$ cat config.mk
export PLATFORM = sky130hd
export DESIGN_NAME = shift_code_monitor_flat
export DESIGN_NICKNAME = d
export VERILOG_FILES = /design/src/rtl/shift_code_if.sv /design/src/rtl/shift_code_monitor.sv /design/src/flat_wrapper.sv
export SDC_FILE = /design/constraint.sdc
export NUM_CORES = 1
export LEC_CHECK = 0
export ABC_CLOCK_PERIOD_IN_PS = 2300
export CORE_AREA = 2 2 61 63
export CTS_BUF_LIST = sky130_fd_sc_hd__clkbuf_4 sky130_fd_sc_hd__clkbuf_8
export DETAILED_ROUTE_END_ITERATION = 7
export DIE_AREA = 0 0 63 65
export GPL_TIMING_DRIVEN = 0
export PLACE_DENSITY = 0.7
export SLEW_MARGIN = 20
export SYNTH_ARGS = -nofsm -noshare
export SYNTH_HDL_FRONTEND = slang
export SYNTH_SLANG_ARGS = --single-unit
export TNS_END_PERCENT = 50
$ cat constraint.sdc
create_clock -name clk -period 2.3 [get_ports clk]
set_clock_uncertainty 0.15 [all_clocks]
set_input_delay 0.46 -clock clk [delete_from_list [all_inputs] [get_ports clk]]
set_output_delay 0.46 -clock clk [all_outputs]
set_load 0.05 [all_outputs]
$ cat src/rtl/shift_code_if.sv
// Sample/result bundle between a shift-code source and the shift_code_monitor.
// The master drives the sampled code and control; the slave returns decode and health status.
interface shift_code_if #(
    parameter int N     = 4,
    parameter int ERR_W = 8
);
    localparam int IDX_W = $clog2(2 * N);

    logic             mode;
    logic             sample_valid;
    logic [N-1:0]     code;
    logic             clr_err;
    logic [IDX_W-1:0] idx;
    logic             idx_valid;
    logic             illegal;
    logic             seq_err;
    logic             locked;
    logic [ERR_W-1:0] err_cnt;

    modport master (
        output mode, sample_valid, code, clr_err,
        input  idx, idx_valid, illegal, seq_err, locked, err_cnt
    );

    modport slave (
        input  mode, sample_valid, code, clr_err,
        output idx, idx_valid, illegal, seq_err, locked, err_cnt
    );
endinterface

$ cat src/rtl/shift_code_monitor.sv
// Health monitor for ring/Johnson shift counters: decodes each sample to an index,
// flags illegal codes, checks successor order, tracks lock and counts sequence errors.
module shift_code_monitor #(
    parameter int N        = 4,
    parameter int LOCK_CNT = 4,
    parameter int ERR_W    = 8
) (
    input  logic       clk,
    input  logic       rst_n,
    shift_code_if.slave mon
);
    localparam int IDX_W = $clog2(2 * N);
    localparam int RUN_W = $clog2(LOCK_CNT + 1);

    typedef enum logic [1:0] {
        HUNT   = 2'd0,
        ACQ    = 2'd1,
        LOCKED = 2'd2
    } state_t;

    state_t           state_q, state_d;
    logic [RUN_W-1:0] run_q, run_d;
    logic [IDX_W-1:0] prev_q, prev_d;
    logic             mode_q, mode_d;
    logic [IDX_W-1:0] idx_q, idx_d;
    logic             idx_valid_q, idx_valid_d;
    logic             illegal_q, illegal_d;
    logic             seq_err_q, seq_err_d;
    logic             locked_q, locked_d;
    logic [ERR_W-1:0] err_cnt_q, err_cnt_d;

    // Returns {legal, index}; legal only when exactly one bit is set.
    function automatic logic [IDX_W:0] decode_ring(input logic [N-1:0] c);
        int               cnt;
        logic [IDX_W-1:0] pos;
        cnt = 0;
        pos = '0;
        for (int i = 0; i < N; i++) begin
            if (c[i]) begin
                cnt++;
                pos = IDX_W'(i);
            end
        end
        return {(cnt == 1), pos};
    endfunction

    // Returns {legal, index}; k low ones -> k, N-k high ones -> N+k.
    function automatic logic [IDX_W:0] decode_johnson(input logic [N-1:0] c);
        logic [N:0]       one_hot;
        logic [N-1:0]     lo_mask;
        logic             hit;
        logic [IDX_W-1:0] pos;
        hit = 1'b0;
        pos = '0;
        for (int k = 0; k <= N; k++) begin
            one_hot    = '0;
            one_hot[k] = 1'b1;
            lo_mask    = N'(one_hot - (N + 1)'(1));
            if (c == lo_mask) begin
                hit = 1'b1;
                pos = IDX_W'(k);
            end
            if (k >= 1 && k <= N - 1 && c == ~lo_mask) begin
                hit = 1'b1;
                pos = IDX_W'(N + k);
            end
        end
        return {hit, pos};
    endfunction

    logic [IDX_W:0]   dec;
    logic             legal;
    logic [IDX_W-1:0] dec_idx;
    logic [IDX_W-1:0] last_idx;
    logic [IDX_W-1:0] succ_idx;
    logic             is_succ;
    logic [RUN_W-1:0] run_inc;
    logic             seq_err_evt;

    always_comb begin
        state_d     = state_q;
        run_d       = run_q;
        prev_d      = prev_q;
        mode_d      = mon.mode;
        idx_d       = idx_q;
        idx_valid_d = 1'b0;
        illegal_d   = 1'b0;
        seq_err_evt = 1'b0;
        err_cnt_d   = err_cnt_q;

        dec      = mon.mode ? decode_johnson(mon.code) : decode_ring(mon.code);
        legal    = dec[IDX_W];
        dec_idx  = dec[IDX_W-1:0];
        last_idx = mon.mode ? IDX_W'(2 * N - 1) : IDX_W'(N - 1);
        succ_idx = (prev_q == last_idx) ? '0 : prev_q + IDX_W'(1);
        is_succ  = legal && (dec_idx == succ_idx);
        run_inc  = run_q + RUN_W'(1);

        // A mode switch invalidates the history, so the sample on that edge is discarded.
        if (mon.mode != mode_q) begin
            state_d = HUNT;
            run_d   = '0;
        end else if (mon.sample_valid) begin
            illegal_d = !legal;
            if (legal) begin
                idx_d       = dec_idx;
                idx_valid_d = 1'b1;
            end
            unique case (state_q)
                HUNT: begin
                    if (legal) begin
                        state_d = ACQ;
                        prev_d  = dec_idx;
                        run_d   = '0;
                    end
                end
                ACQ: begin
                    if (!legal) begin
                        state_d = HUNT;
                        run_d   = '0;
                    end else if (is_succ) begin
                        prev_d = dec_idx;
                        run_d  = run_inc;
                        if (run_inc == RUN_W'(LOCK_CNT)) begin
                            state_d = LOCKED;
                        end
                    end else begin
                        prev_d = dec_idx;
                        run_d  = '0;
                    end
                end
                LOCKED: begin
                    if (!legal) begin
                        seq_err_evt = 1'b1;
                        state_d     = HUNT;
                        run_d       = '0;
                    end else if (!is_succ) begin
                        seq_err_evt = 1'b1;
                        state_d     = ACQ;
                        prev_d      = dec_idx;
                        run_d       = '0;
                    end else begin
                        prev_d = dec_idx;
                    end
                end
                default: begin
                    state_d = HUNT;
                    run_d   = '0;
                end
            endcase
        end

        seq_err_d = seq_err_evt;
        locked_d  = (state_d == LOCKED);

        if (mon.clr_err) begin
            err_cnt_d = '0;
        end else if (seq_err_evt && (err_cnt_q != '1)) begin
            err_cnt_d = err_cnt_q + ERR_W'(1);
        end
    end

    always_ff @(posedge clk or negedge rst_n) begin
        if (!rst_n) begin
            state_q     <= HUNT;
            run_q       <= '0;
            prev_q      <= '0;
            mode_q      <= 1'b0;
            idx_q       <= '0;
            idx_valid_q <= 1'b0;
            illegal_q   <= 1'b0;
            seq_err_q   <= 1'b0;
            locked_q    <= 1'b0;
            err_cnt_q   <= '0;
        end else begin
            state_q     <= state_d;
            run_q       <= run_d;
            prev_q      <= prev_d;
            mode_q      <= mode_d;
            idx_q       <= idx_d;
            idx_valid_q <= idx_valid_d;
            illegal_q   <= illegal_d;
            seq_err_q   <= seq_err_d;
            locked_q    <= locked_d;
            err_cnt_q   <= err_cnt_d;
        end
    end

    assign mon.idx       = idx_q;
    assign mon.idx_valid = idx_valid_q;
    assign mon.illegal   = illegal_q;
    assign mon.seq_err   = seq_err_q;
    assign mon.locked    = locked_q;
    assign mon.err_cnt   = err_cnt_q;
endmodule
$ cat src/flat_wrapper.sv
// flat-port wrapper written by rule: the top's interface ports become plain ports
module shift_code_monitor_flat 
#(
    parameter int N        = 4,
    parameter int LOCK_CNT = 4,
    parameter int ERR_W    = 8
)
  (clk, rst_n, mon_mode, mon_sample_valid, mon_code, mon_clr_err, mon_idx, mon_idx_valid, mon_illegal, mon_seq_err, mon_locked, mon_err_cnt);
  shift_code_if #(.N(N), .ERR_W(ERR_W)) mon_i ();
  input  logic clk;
  input  logic rst_n;
  input wire logic [$bits(mon_i.mode)-1:0] mon_mode;
  input wire logic [$bits(mon_i.sample_valid)-1:0] mon_sample_valid;
  input wire logic [$bits(mon_i.code)-1:0] mon_code;
  input wire logic [$bits(mon_i.clr_err)-1:0] mon_clr_err;
  output wire logic [$bits(mon_i.idx)-1:0] mon_idx;
  output wire logic [$bits(mon_i.idx_valid)-1:0] mon_idx_valid;
  output wire logic [$bits(mon_i.illegal)-1:0] mon_illegal;
  output wire logic [$bits(mon_i.seq_err)-1:0] mon_seq_err;
  output wire logic [$bits(mon_i.locked)-1:0] mon_locked;
  output wire logic [$bits(mon_i.err_cnt)-1:0] mon_err_cnt;
  assign mon_i.mode = mon_mode;
  assign mon_i.sample_valid = mon_sample_valid;
  assign mon_i.code = mon_code;
  assign mon_i.clr_err = mon_clr_err;
  assign mon_idx = mon_i.idx;
  assign mon_idx_valid = mon_i.idx_valid;
  assign mon_illegal = mon_i.illegal;
  assign mon_seq_err = mon_i.seq_err;
  assign mon_locked = mon_i.locked;
  assign mon_err_cnt = mon_i.err_cnt;
  shift_code_monitor #(.N(N), .LOCK_CNT(LOCK_CNT), .ERR_W(ERR_W)) u_core (.clk(clk), .rst_n(rst_n), .mon(mon_i));
endmodule
==> load_flow_metrics.sql, run 1 <==
INSERT INTO impl_metrics (metric_group, metric, value, unit) VALUES
('worst_setup_path', 'worstSetupPathDepth', '14', ''),
('detailed_routing', 'ant_nets', '0', ''),
('die', 'die_width', '63', 'um'),
('worst_setup_path', 'cp_max_fo', '4', ''),
('yosys', 'syn_inst', '169', ''),
('clock_network', 'worst_setup_hold_path_clk_slew', '0.13', 'ns'),
('timing', 'fin_crit', '2.78', 'ns'),
('detailed_routing', 'drt-initial-drc-count', '84', ''),
('die', 'die_h', '65', 'um'),
('status', 'result_of_the_run', 'finished, violations left', ''),
('worst_setup_path', 'timing.critical_path.cells', 'buf_8 -> clkinvlp_4 -> ha_4 -> xor2_1 -> ha_1 -> nor3b_2 -> a311oi_2 -> o41ai_4 -> buf_4 -> nand3_4 -> o21ai_4 -> buf_4 -> or4_4 -> a21oi_2', ''),
('timing', 'timing.final.setup_violations', '22', ''),
('layout', 'n_fill_cell', '306', ''),
('placement', 'detailed_place.area', '0.00199', 'sq mm'),
('worst_setup_path', 'worstReg2RegEnd', 'u_core.mon.err_cnt[6]', ''),
('detailed_routing', 'drc', '0', ''),
('timing', 'maxSlewViolCount', '0', ''),
('placement', 'io_buffer_count', '22', ''),
('clock_network', 'cts_num_sinks', '24', ''),
('timing', 'clock.fmax', '359', 'MHz'),
('power_and_ir_drop', 'fin_total_pwr', '1210', 'uW'),
('placement', 'dp_slack', '-1.47', 'ns'),
('layout', 'multi_input_comb_area', '0.00108', 'sq mm'),
('die', 'row_count', '22', ''),
('worst_setup_path', 'worst_setup_path_end_kind', 'register', ''),
('layout', 'num-nets-final', '225', ''),
('worst_setup_path', 'crit_family', 'compound AO/OA/AOI/OAI gates', ''),
('clock_network', 'worst_skew_pair.late_latency', '0.31', 'ns'),
('yosys', 'synthesis.yosys.warnings', '0', ''),
('timing', 'final.setup.worst_slack', '-0.482', 'ns'),
('detailed_routing', 'detail_route.first_pass.iterations', '4', ''),
('power_and_ir_drop', 'worst_vdd_ir', '0.396', 'mV'),
('worst_setup_path', 'cp.arrival', '2.88', 'ns'),
('layout', 'drive_above_1_share', '0.298', ''),
('clock_network', 'clock-root-buffer', 'sky130_fd_sc_hd__clkbuf_4', ''),
('yosys', 'area_share_of_the_largest_cell_type_after_synthesis', '0.359', ''),
('yosys', 'synth_seq_area_share', '0.359', ''),
('yosys', 'synth_seq_cells', '24', ''),
('grt', 'initial_antenna_violation_count', '0', ''),
('worst_setup_path', 'critical_path.slowest_cell', 'sky130_fd_sc_hd__or4_4', ''),
('worst_setup_path', 'critPathRequiredTime', '2.40', 'ns'),
('worst_setup_path', 'setup.worst_path.start_class', 'primary input', ''),
('timing', 'grt_setup_unrepaired', 'true', ''),
('timing', 'worst_slew_pin_slew', '0.538', 'ns'),
('yosys', 'synth_area_per_cell', '9.91', 'sq um'),
('detailed_routing', 'wl_per_cell', '13.1', 'um'),
('status', 'failed_checks', 'negative setup slack', ''),
('clock_network', 'clock_tree.buffer_depth', '2', ''),
('yosys', 'synth.net_count', '188', ''),
('grt', 'global_route.usage.total', '0.180', ''),
('placement', 'inst_count_dp', '239', ''),
('detailed_routing', 'detail_route.vias_per_cell', '5.54', ''),
('clock_network', 'cts_buffer_count', '3', ''),
('worst_setup_path', 'timing.critical_path.mode_cell', 'sky130_fd_sc_hd__buf_4', ''),
('hold_path', 'hold_path_class', 'reg2reg', ''),
('layout', 'instances_no_fill', '253', ''),
('worst_setup_path', 'timing.critical_path.slowest_cell_delay', '0.42', 'ns'),
('worst_setup_path', 'ff2ff_path_depth', '7', ''),
('power_and_ir_drop', 'power_per_cell_area', '556', 'mW/mm^2'),
('detailed_routing', 'routed_wirelength', '3.31', 'mm'),
('yosys', 'synth_top_cells_by_area', 'sky130_fd_sc_hd__dfrtp_1 36%, sky130_fd_sc_hd__ha_1 7.5%, sky130_fd_sc_hd__nand2_1 3.8%, sky130_fd_sc_hd__buf_6 3.4%, sky130_fd_sc_hd__a21oi_1 3.0%', ''),
('timing', 'max_slew_margin', '0.641', ''),
('detailed_routing', 'dr_vias', '1401', ''),
('worst_setup_path', 'critical_path.n_buffers_inverters', '4', ''),
('grt', 'grt_start_max_net_pins', '25', ''),
('clock_network', 'cts_h_tree_lvls', '1', ''),
('worst_setup_path', 'setup.worst_path.class', 'in2reg', ''),
('power_and_ir_drop', 'power.leakage', '0.000924', 'uW'),
('worst_setup_path', 'worstReg2RegStart', 'u_core.mode_q', ''),
('grt', 'via_count_of_the_first_global_routing_pass', '1430', ''),
('placement', 'place_hpwl', '2.49', 'mm');
==> Yosys cell counts (all sizes together) <==
| cell type | count |
|---|---|
| nand3b | 2 |
| dfrtp | 24 |
| inv | 8 |
| xor2 | 6 |
| o31ai | 1 |
| o21ai | 9 |
| o21ba | 1 |
| a221oi | 1 |
| a21oi | 11 |
| o311a | 1 |
| nor3 | 6 |
| o211ai | 2 |
| or2 | 2 |
| nor4 | 1 |
| o41ai | 1 |
| nand3 | 9 |
| and3b | 1 |
| or4 | 1 |
| a21o | 1 |
| buf | 6 |
| a311oi | 1 |
| nand2 | 17 |
| and2 | 1 |
| or3b | 2 |
| xnor2 | 4 |
| nor3b | 1 |
| a221o | 1 |
| o22ai | 1 |
| mux2i | 1 |
| o2111ai | 1 |
| nor2 | 11 |
| o31a | 1 |
| o2bb2ai | 1 |
| a21bo | 1 |
| a31o | 2 |
| a22o | 2 |
| ha | 10 |
| nor2b | 3 |
| nand2b | 3 |
| o221ai | 2 |
| mux2 | 3 |
| or3 | 6 |
==> registers in the layout, summed over array words and instances (netlist names), 2 cells and up <==
register and cells:
u_core.mon.err_cnt 8, u_core.mon.idx 3, u_core.prev_q 3, u_core.run_q 3, u_core.state_q 2
==> layout make-up <==
type,count,area share
plain buffers,6,0.0292
repair buffers,32,0.137
multi-input cells,131,0.496
well taps,48,0.0275
clock buffers,4,0.0166
inverters,8,0.0189
flip-flops and latches,24,0.275
==> logic make-up after synthesis <==
family	count (synthesis)	synth area share
and+or+nand+nor	66	0.210
AOI/OAI and AO/OA	41	0.206
DFF	24	0.359
buffers and inverters	14	0.0561
xor gates and xnor gates	10	0.0613
adders and majority gates	10	0.0747
muxes	4	0.0329
==> how the worst min path moves through the flow <==
| stage | slack (ns) | startpoint | cells past startpoint | to |
|---|---|---|---|---|
| global placement | 0.32 | u_core.mon.idx[0] | 2 | u_core.mon.idx[0] |
| CTS | 0.35 | u_core.mon.idx[0] | 2 | u_core.mon.idx[0] |
| finish | 0.34 | u_core.mon.idx[0] | 2 | u_core.mon.idx[0] |
| detailed placement | 0.31 | u_core.mon.idx[0] | 2 | u_core.mon.idx[0] |
| floorplan | 0.01 | rst_n | 0 | u_core.mode_q |
| global route | 0.38 | u_core.mon.idx[0] | 2 | u_core.mon.idx[0] |
==> per-layer routing <==
layer	share of wire	GRT usage	vias up
li1	-	-	680
met1	0.43	0.218	673
met2	0.51	0.332	44
met3	0.044	0.0226	4
met4	0.0097	0.0528	0
met5	0	0	-
==> worst min-delay path: cells and delay by family, from the launching register on <==
kind             cells  cell delay [ns]
AND/OR/NAND/NOR      2             0.10
flip-flops           1             0.37
==> metrics by stage <==
step	utilization	hold slack (ns)	TNS, ns
floorplan	-	0.0144	-8.85
global placement	0.569	0.315	-28.40
detailed placement	0.569	0.315	-29.99
CTS	0.606	0.346	-7.42
global route	0.625	0.380	-9.78
finish	0.625	0.342	-6.92
==> where the power goes <==
| group | switching (uW) | total, uW | internal, uW |
|---|---|---|---|
| clock network | 125 | 221 | 96.7 |
| logic | 287 | 502 | 215 |
| registers | 29.0 | 490 | 461 |
| total | 441 | 1210 | 773 |
==> repair_timing <==
item / 4_1_cts / 5_1_grt
gates resized for setup: 20 / 15
setup endpoints to repair: 23 / 22
gates cloned: 1 / 0
hold buffers: 0 / 1
pin swaps: 10 / 9
buffers inserted: 6 / 2
hold endpoints to repair: 0 / 24
Power figures use the tool's default switching activity.
==> run 2, diff against run 1 <==
- REMOVE_ABC_BUFFERS: default -> 1
==> load_flow_metrics.sql, run 2 (same netlist as run 1, synthesis figures left out) <==
INSERT INTO impl_metrics (metric_group, metric, value, unit) VALUES
('worst_setup_path', 'setup.worst_path.class', 'in2reg', ''),
('grt', 'overflow', '0', ''),
('placement', 'inst_count_dp', '234', ''),
('layout', 'n_fill_cell', '286', ''),
('status', 'failed_checks', 'negative setup slack', ''),
('die', 'die_h', '65', 'um'),
('layout', 'areaGrowthSynthToFinish', '27.4', '%'),
('detailed_routing', 'routed_wirelength', '3.56', 'mm'),
('power_and_ir_drop', 'p_switching', '448', 'uW'),
('clock_network', 'cts_num_sinks', '24', ''),
('hold_path', 'hold_path_class', 'reg2reg', ''),
('grt', 'via_count_of_the_first_global_routing_pass', '1342', ''),
('die', 'design.die.area', '0.00410', 'sq mm'),
('layout', 'insertedDiodeCount', '0', ''),
('placement', 'detailed_place.area', '0.00190', 'sq mm'),
('layout', 'multi_input_comb_area', '0.00108', 'sq mm'),
('clock_network', 'cts_h_tree_lvls', '1', ''),
('worst_setup_path', 'critical_path.endpoint', 'u_core.mon.err_cnt[7]', ''),
('timing', 'clock.fmax', '368', 'MHz'),
('power_and_ir_drop', 'p_comb_frac', '0.430', ''),
('clock_network', 'clock_tree.buffer_depth', '2', ''),
('worst_setup_path', 'worstReg2RegEnd', 'u_core.mon.err_cnt[6]', ''),
('detailed_routing', 'drc', '0', ''),
('timing', 'post_route_fraction_of_the_period_consumed_by_the_critical_path', '1.18', ''),
('detailed_routing', 'detail_route.first_pass.iterations', '5', ''),
('worst_setup_path', 'setup.worst_path.start_class', 'primary input', ''),
('worst_setup_path', 'worst_setup_path_end_kind', 'register', ''),
('worst_setup_path', 'crit_start', 'mon_code[0]', ''),
('timing', 'fin_crit', '2.72', 'ns'),
('worst_setup_path', 'cp_max_fo', '6', ''),
('grt', 'global_route.usage.total', '0.184', ''),
('grt', 'grt_start_max_net_pins', '25', ''),
('worst_setup_path', 'critPathRequiredTime', '2.34', 'ns'),
('power_and_ir_drop', 'worst_vdd_ir', '0.242', 'mV'),
('timing', 'max_slew_margin', '0.640', ''),
('layout', 'layout_common_cells', '24 x sky130_fd_sc_hd__dfrtp_1, 17 x sky130_fd_sc_hd__nand2_1, 17 x sky130_fd_sc_hd__clkdlybuf4s50_1, 9 x sky130_fd_sc_hd__nor2_1', ''),
('power_and_ir_drop', 'power.leakage', '0.000885', 'uW'),
('layout', 'area_of_all_placed_cells_without_fillers', '0.00213', 'sq mm'),
('layout', 'instances_no_fill', '248', ''),
('clock_network', 'worst_skew_pair.late_latency', '0.31', 'ns'),
('power_and_ir_drop', 'power_frac_seq', '0.417', ''),
('die', 'row_count', '22', ''),
('detailed_routing', 'drt-initial-drc-count', '100', ''),
('timing', 'grt_setup_unrepaired', 'true', ''),
('layout', 'number_of_flip_flops_under_the_largest_register_name', '8', ''),
('placement', 'gp_congestion', '0.830', ''),
('detailed_routing', 'ant_nets', '0', ''),
('die', 'standard_cell_core_area', '0.00350', 'sq mm'),
('power_and_ir_drop', 'clockPowerShare', '0.153', ''),
('status', 'result_of_the_run', 'finished, violations left', ''),
('worst_setup_path', 'worstReg2RegStart', 'u_core.mode_q', ''),
('layout', 'drive_above_1_share', '0.275', ''),
('detailed_routing', 'detail_route.vias_per_cell', '5.61', ''),
('worst_setup_path', 'ff2ff_path_depth', '6', ''),
('power_and_ir_drop', 'switching_share', '0.380', ''),
('timing', 'finalHoldViolations', '0', ''),
('detailed_routing', 'dr_vias', '1392', ''),
('layout', 'commonest_non_fill_non_tap_cell_in_the_layout', 'sky130_fd_sc_hd__dfrtp_1', ''),
('placement', 'place_hpwl', '2.49', 'mm'),
('layout', 'seq_area', '601', 'sq um'),
('clock_network', 'clock_tree_from_tritoncts', 'built', ''),
('clock_network', 'clock-root-buffer', 'sky130_fd_sc_hd__clkbuf_4', ''),
('run', 'max_cap_viol_count', '0', ''),
('clock_network', 'worst_setup_hold_path_clk_slew', '0.13', 'ns'),
('power_and_ir_drop', 'power_per_cell_area', '553', 'mW/mm^2'),
('clock_network', 'cts_buffer_count', '3', ''),
('grt', 'initial_antenna_violation_count', '0', ''),
('layout', 'finish.utilization', '0.610', ''),
('timing', 'timing.final.setup_violations', '22', ''),
('detailed_routing', 'wl_per_cell', '14.4', 'um'),
('die', 'die_width', '63', 'um'),
('worst_setup_path', 'rrSetupSlack', '-0.04', 'ns'),
('placement', 'io_buffer_count', '23', ''),
('die', 'effective_utilization_at_floorplan', '0.479', ''),
('timing', 'final.setup.worst_slack', '-0.415', 'ns'),
('grt', 'grt_first_pass_wirelength', '5.99', 'mm'),
('power_and_ir_drop', 'p_int', '732', 'uW'),
('timing', 'worst_slew_pin_slew', '0.540', 'ns'),
('worst_setup_path', 'cp.arrival', '2.76', 'ns'),
('die', 'pin_count', '24', ''),
('layout', 'num-nets-final', '221', ''),
('timing', 'maxSlewViolCount', '0', '');
[run 2: layer usage]
| layer | part of all wire | track usage | vias to the layer above | wire length (um) |
|---|---|---|---|---|
| met5 | 0 | 0 | - | 0 |
| met2 | 0.54 | 0.346 | 41 | 1910 |
| met1 | 0.42 | 0.208 | 671 | 1500 |
| met4 | 0.012 | 0.0750 | 0 | 42 |
| met3 | 0.031 | 0.0260 | 5 | 111 |
| li1 | - | - | 675 | - |
[run 2: stage by stage]
stage	hold slack, ns	setup TNS (ns)	setup WS (ns)	power, uW
final	0.339	-6.76	-0.415	1180
after global routing	0.358	-8.69	-0.504	1250
after CTS	0.344	-6.61	-0.389	1170
after detailed placement	0.315	-33.09	-1.64	926
after global placement	0.312	-30.98	-1.53	906
after floorplan	0.0144	-12.70	-0.710	800
[run 2: area by class of cell]
type                       instances  area share
tap                               48      0.0282
multi-input combinational        132       0.507
clock buffer                       3      0.0106
inverter                           8      0.0211
timing repair buffer              33       0.151
sequential                        24       0.282
[run 2: critical path, cell delays in order]
cell and delay, ns:
sky130_fd_sc_hd__buf_12 0.11, sky130_fd_sc_hd__inv_8 0.05, sky130_fd_sc_hd__ha_4 0.20, sky130_fd_sc_hd__xor2_1 0.16, sky130_fd_sc_hd__ha_1 0.32, sky130_fd_sc_hd__nand3b_1 0.18, sky130_fd_sc_hd__o311a_4 0.14, sky130_fd_sc_hd__o41ai_4 0.36
sky130_fd_sc_hd__nand3_2 0.20, sky130_fd_sc_hd__buf_6 0.18, sky130_fd_sc_hd__o21ai_4 0.19, sky130_fd_sc_hd__or3_1 0.14, sky130_fd_sc_hd__a21oi_1 0.07
[run 2: worst min-delay path by stage]
| stage | from | to | slack [ns] | cells past startpoint |
|---|---|---|---|---|
| after global placement | u_core.mon.idx[0] | u_core.mon.idx[0] | 0.31 | 2 |
| after global routing | mon_mode | u_core.mode_q | 0.36 | 1 |
| final | u_core.mon.idx[1] | u_core.mon.idx[1] | 0.34 | 2 |
| after floorplan | rst_n | u_core.mode_q | 0.01 | 0 |
| after detailed placement | u_core.mon.idx[1] | u_core.mon.idx[1] | 0.32 | 2 |
| after CTS | u_core.mon.idx[1] | u_core.mon.idx[1] | 0.34 | 2 |
[run 2: power by group through the flow]
stage                     logic, uW  clock network (uW)  registers [uW]
after floorplan                 243                   0             557
after global placement          409                   0             497
after detailed placement        428                   0             498
after CTS                       494                 184             490
after global routing            546                 205             497
final                           507                 181             492
[run 2: timing repair]
action                                  4_1_cts  5_1_grt
gates resized for setup                      43       16
hold buffers                                  0        1
hold endpoints to repair                      0       24
endpoints found under the setup margin       23       23
cloned                                        1        0
setup buffers                                 7        2
pin swaps                                    14       13
==> run 3, diff against run 2 <==
- CORE_AREA: 2 2 61 63 -> 4 4 63 65
- DIE_AREA: 0 0 63 65 -> 0 0 67 69
- SLEW_MARGIN: 20 -> 10
==> load_flow_metrics.sql, run 3 (same netlist as run 1, synthesis figures left out) <==
INSERT INTO impl_metrics (metric_group, metric, value, unit) VALUES
('status', 'result_of_the_run', 'finished, violations left', ''),
('status', 'failed_checks', 'negative setup slack', ''),
('layout', 'layout_common_cells', '24 x sky130_fd_sc_hd__dfrtp_1, 18 x sky130_fd_sc_hd__clkdlybuf4s50_1, 17 x sky130_fd_sc_hd__nand2_1, 10 x sky130_fd_sc_hd__nor2_1', ''),
('grt', 'overflow', '0', ''),
('clock_network', 'cts_h_tree_lvls', '1', ''),
('clock_network', 'worst_skew_pair.late_latency', '0.31', 'ns'),
('worst_setup_path', 'setup.worst_path.start_class', 'primary input', ''),
('placement', 'io_buffer_count', '23', ''),
('timing', 'final.setup.worst_slack', '-0.400', 'ns'),
('timing', 'finalHoldViolations', '0', ''),
('detailed_routing', 'ant_nets', '0', ''),
('clock_network', 'worst_setup_hold_path_clk_slew', '0.12', 'ns'),
('layout', 'commonest_non_fill_non_tap_cell_in_the_layout', 'sky130_fd_sc_hd__dfrtp_1', ''),
('worst_setup_path', 'critPathRequiredTime', '2.34', 'ns'),
('timing', 'fin_crit', '2.70', 'ns'),
('worst_setup_path', 'timing.critical_path.slowest_cell_delay', '0.36', 'ns'),
('clock_network', 'clock_tree.buffer_depth', '2', ''),
('power_and_ir_drop', 'p_int', '741', 'uW'),
('grt', 'global_route.usage.total', '0.165', ''),
('layout', 'insertedDiodeCount', '0', ''),
('die', 'die_width', '67', 'um'),
('detailed_routing', 'detail_route.vias_per_cell', '5.57', ''),
('die', 'pin_count', '24', ''),
('worst_setup_path', 'cp.arrival', '2.74', 'ns'),
('layout', 'areaGrowthSynthToFinish', '28.5', '%'),
('worst_setup_path', 'setup.worst_path.class', 'in2reg', ''),
('power_and_ir_drop', 'p_switching', '478', 'uW'),
('power_and_ir_drop', 'p_comb_frac', '0.444', ''),
('timing', 'worst_slew_pin_slew', '1.06', 'ns'),
('grt', 'grt_first_pass_wirelength', '6.09', 'mm'),
('power_and_ir_drop', 'clockPowerShare', '0.151', ''),
('detailed_routing', 'routed_wirelength', '3.56', 'mm'),
('power_and_ir_drop', 'switching_share', '0.392', ''),
('timing', 'maxSlewViolCount', '0', ''),
('worst_setup_path', 'cp_max_fo', '6', ''),
('detailed_routing', 'dr_vias', '1370', ''),
('layout', 'number_of_flip_flops_under_the_largest_register_name', '8', ''),
('placement', 'place_hpwl', '2.61', 'mm'),
('die', 'die_h', '69', 'um'),
('detailed_routing', 'drt-initial-drc-count', '49', ''),
('worst_setup_path', 'critical_path.n_buffers_inverters', '3', ''),
('clock_network', 'clock_tree_from_tritoncts', 'built', ''),
('grt', 'grt_start_max_net_pins', '25', ''),
('grt', 'initial_antenna_violation_count', '0', ''),
('grt', 'via_count_of_the_first_global_routing_pass', '1412', ''),
('layout', 'drive_above_1_share', '0.265', ''),
('placement', 'dp_slack', '-1.69', 'ns'),
('power_and_ir_drop', 'power_per_cell_area', '567', 'mW/mm^2'),
('power_and_ir_drop', 'worst_vdd_ir', '0.274', 'mV'),
('detailed_routing', 'wl_per_cell', '14.5', 'um'),
('power_and_ir_drop', 'power.leakage', '0.000892', 'uW'),
('run', 'max_cap_viol_count', '0', ''),
('clock_network', 'clock-root-buffer', 'sky130_fd_sc_hd__clkbuf_4', ''),
('timing', 'grt_setup_unrepaired', 'true', ''),
('hold_path', 'hold_path_class', 'reg2reg', ''),
('placement', 'gp_congestion', '0.779', ''),
('power_and_ir_drop', 'power_frac_seq', '0.405', ''),
('detailed_routing', 'drc', '0', ''),
('timing', 'timing.final.setup_violations', '22', ''),
('timing', 'clock.fmax', '370', 'MHz'),
('die', 'effective_utilization_at_floorplan', '0.502', ''),
('clock_network', 'cts_buffer_count', '3', ''),
('die', 'row_count', '21', ''),
('worst_setup_path', 'worst_setup_path_end_kind', 'register', ''),
('worst_setup_path', 'crit_family', 'compound AO/OA/AOI/OAI gates', ''),
('timing', 'post_route_fraction_of_the_period_consumed_by_the_critical_path', '1.17', ''),
('worst_setup_path', 'critical_path.slowest_cell', 'sky130_fd_sc_hd__o41ai_4', ''),
('clock_network', 'cts_hold_buf', '0', ''),
('worst_setup_path', 'timing.critical_path.cells', 'buf_12 -> inv_8 -> ha_4 -> xor2_1 -> ha_1 -> nor3b_2 -> a311oi_2 -> o41ai_4 -> buf_6 -> nand3_4 -> o21ai_4 -> mux2i_1 -> nor2_1', ''),
('detailed_routing', 'detail_route.first_pass.iterations', '4', ''),
('power_and_ir_drop', 'fin_total_pwr', '1220', 'uW'),
('die', 'design.die.area', '0.00462', 'sq mm'),
('die', 'standard_cell_core_area', '0.00334', 'sq mm'),
('layout', 'num-nets-final', '221', ''),
('clock_network', 'cts_num_sinks', '24', ''),
('timing', 'max_slew_margin', '0.289', '');
-- run 3: cell count changes in the layout (fill, tap and decap cells not counted), moves of 2 or more --
| cell | change |
|---|---|
| sky130_fd_sc_hd__nor2_2 | -2 |
| sky130_fd_sc_hd__o21ai_1 | -2 |
| sky130_fd_sc_hd__buf_4 | +2 |
| sky130_fd_sc_hd__o21ai_0 | +2 |
-- run 3: final timing paths --
check | from | to | slack (ns) | cells after the start
setup / recovery | mon_code[1] | u_core.mon.err_cnt[1] | -0.40 | 13
hold / removal | u_core.mon.idx[1] | u_core.mon.idx[1] | 0.33 | 2
setup reg to reg | u_core.mode_q | u_core.mon.err_cnt[6] | -0.03 | 6
hold reg to reg | u_core.mon.idx[1] | u_core.mon.idx[1] | 0.33 | 2
max in group asynchronous | rst_n | u_core.mon.err_cnt[0] | 0.80 | 1
min in group asynchronous | rst_n | u_core.run_q[2] | 0.55 | 1
-- run 3: worst register-to-register path, delay by kind of cell, from the launching register on --
family / cells / cell delay (ns)
xor gates and xnor gates: 1 / 0.30
and+or+nand+nor: 3 / 1.08
DFF: 1 / 0.44
AOI/OAI and AO/OA: 2 / 0.29
-- run 3: layer usage --
layer  track usage  vias up  part of all wire
met3        0.0195        4             0.031
met1         0.185      664              0.42
met4        0.0721        0             0.014
met2         0.301       26              0.54
met5             0        -                 0
li1              -      676                 -
-- run 3: stage by stage --
step           cells  TNS [ns]   util  hold WS (ns)  cell area (sq um)
2_1_floorplan    163    -12.70      -        0.0144               1610
3_5_place_dp     232    -33.99  0.569         0.313               1900
3_3_place_gp     232    -30.93  0.569         0.312               1900
4_1_cts          244     -6.65  0.622         0.339               2080
5_1_grt          246     -9.23  0.645         0.348               2150
6_report         246     -6.62  0.645         0.334               2150
-- run 3: power by group through the flow --
| stage | sequential (uW) | clock [uW] | combinational, uW |
|---|---|---|---|
| 2_1_floorplan | 557 | 0 | 243 |
| 3_3_place_gp | 496 | 0 | 411 |
| 3_5_place_dp | 501 | 0 | 430 |
| 4_1_cts | 494 | 184 | 508 |
| 5_1_grt | 498 | 201 | 584 |
| 6_report | 494 | 184 | 541 |
-- run 3: timing repair --
action | CTS | global route
gates cloned | 1 | 0
setup buffers | 8 | 2
endpoints found under the setup margin | 23 | 23
gates resized for setup | 43 | 14
pin swaps | 15 | 7
-- run 3: final cells by class --
class	count	area [sq um]
Inverter	8	45.0
Fill cell	271	1180
Timing Repair Buffer	33	317
Sequential cell	24	601
Multi-Input combinational cell	132	1110
Clock buffer	3	22.5
Tap cell	46	57.6
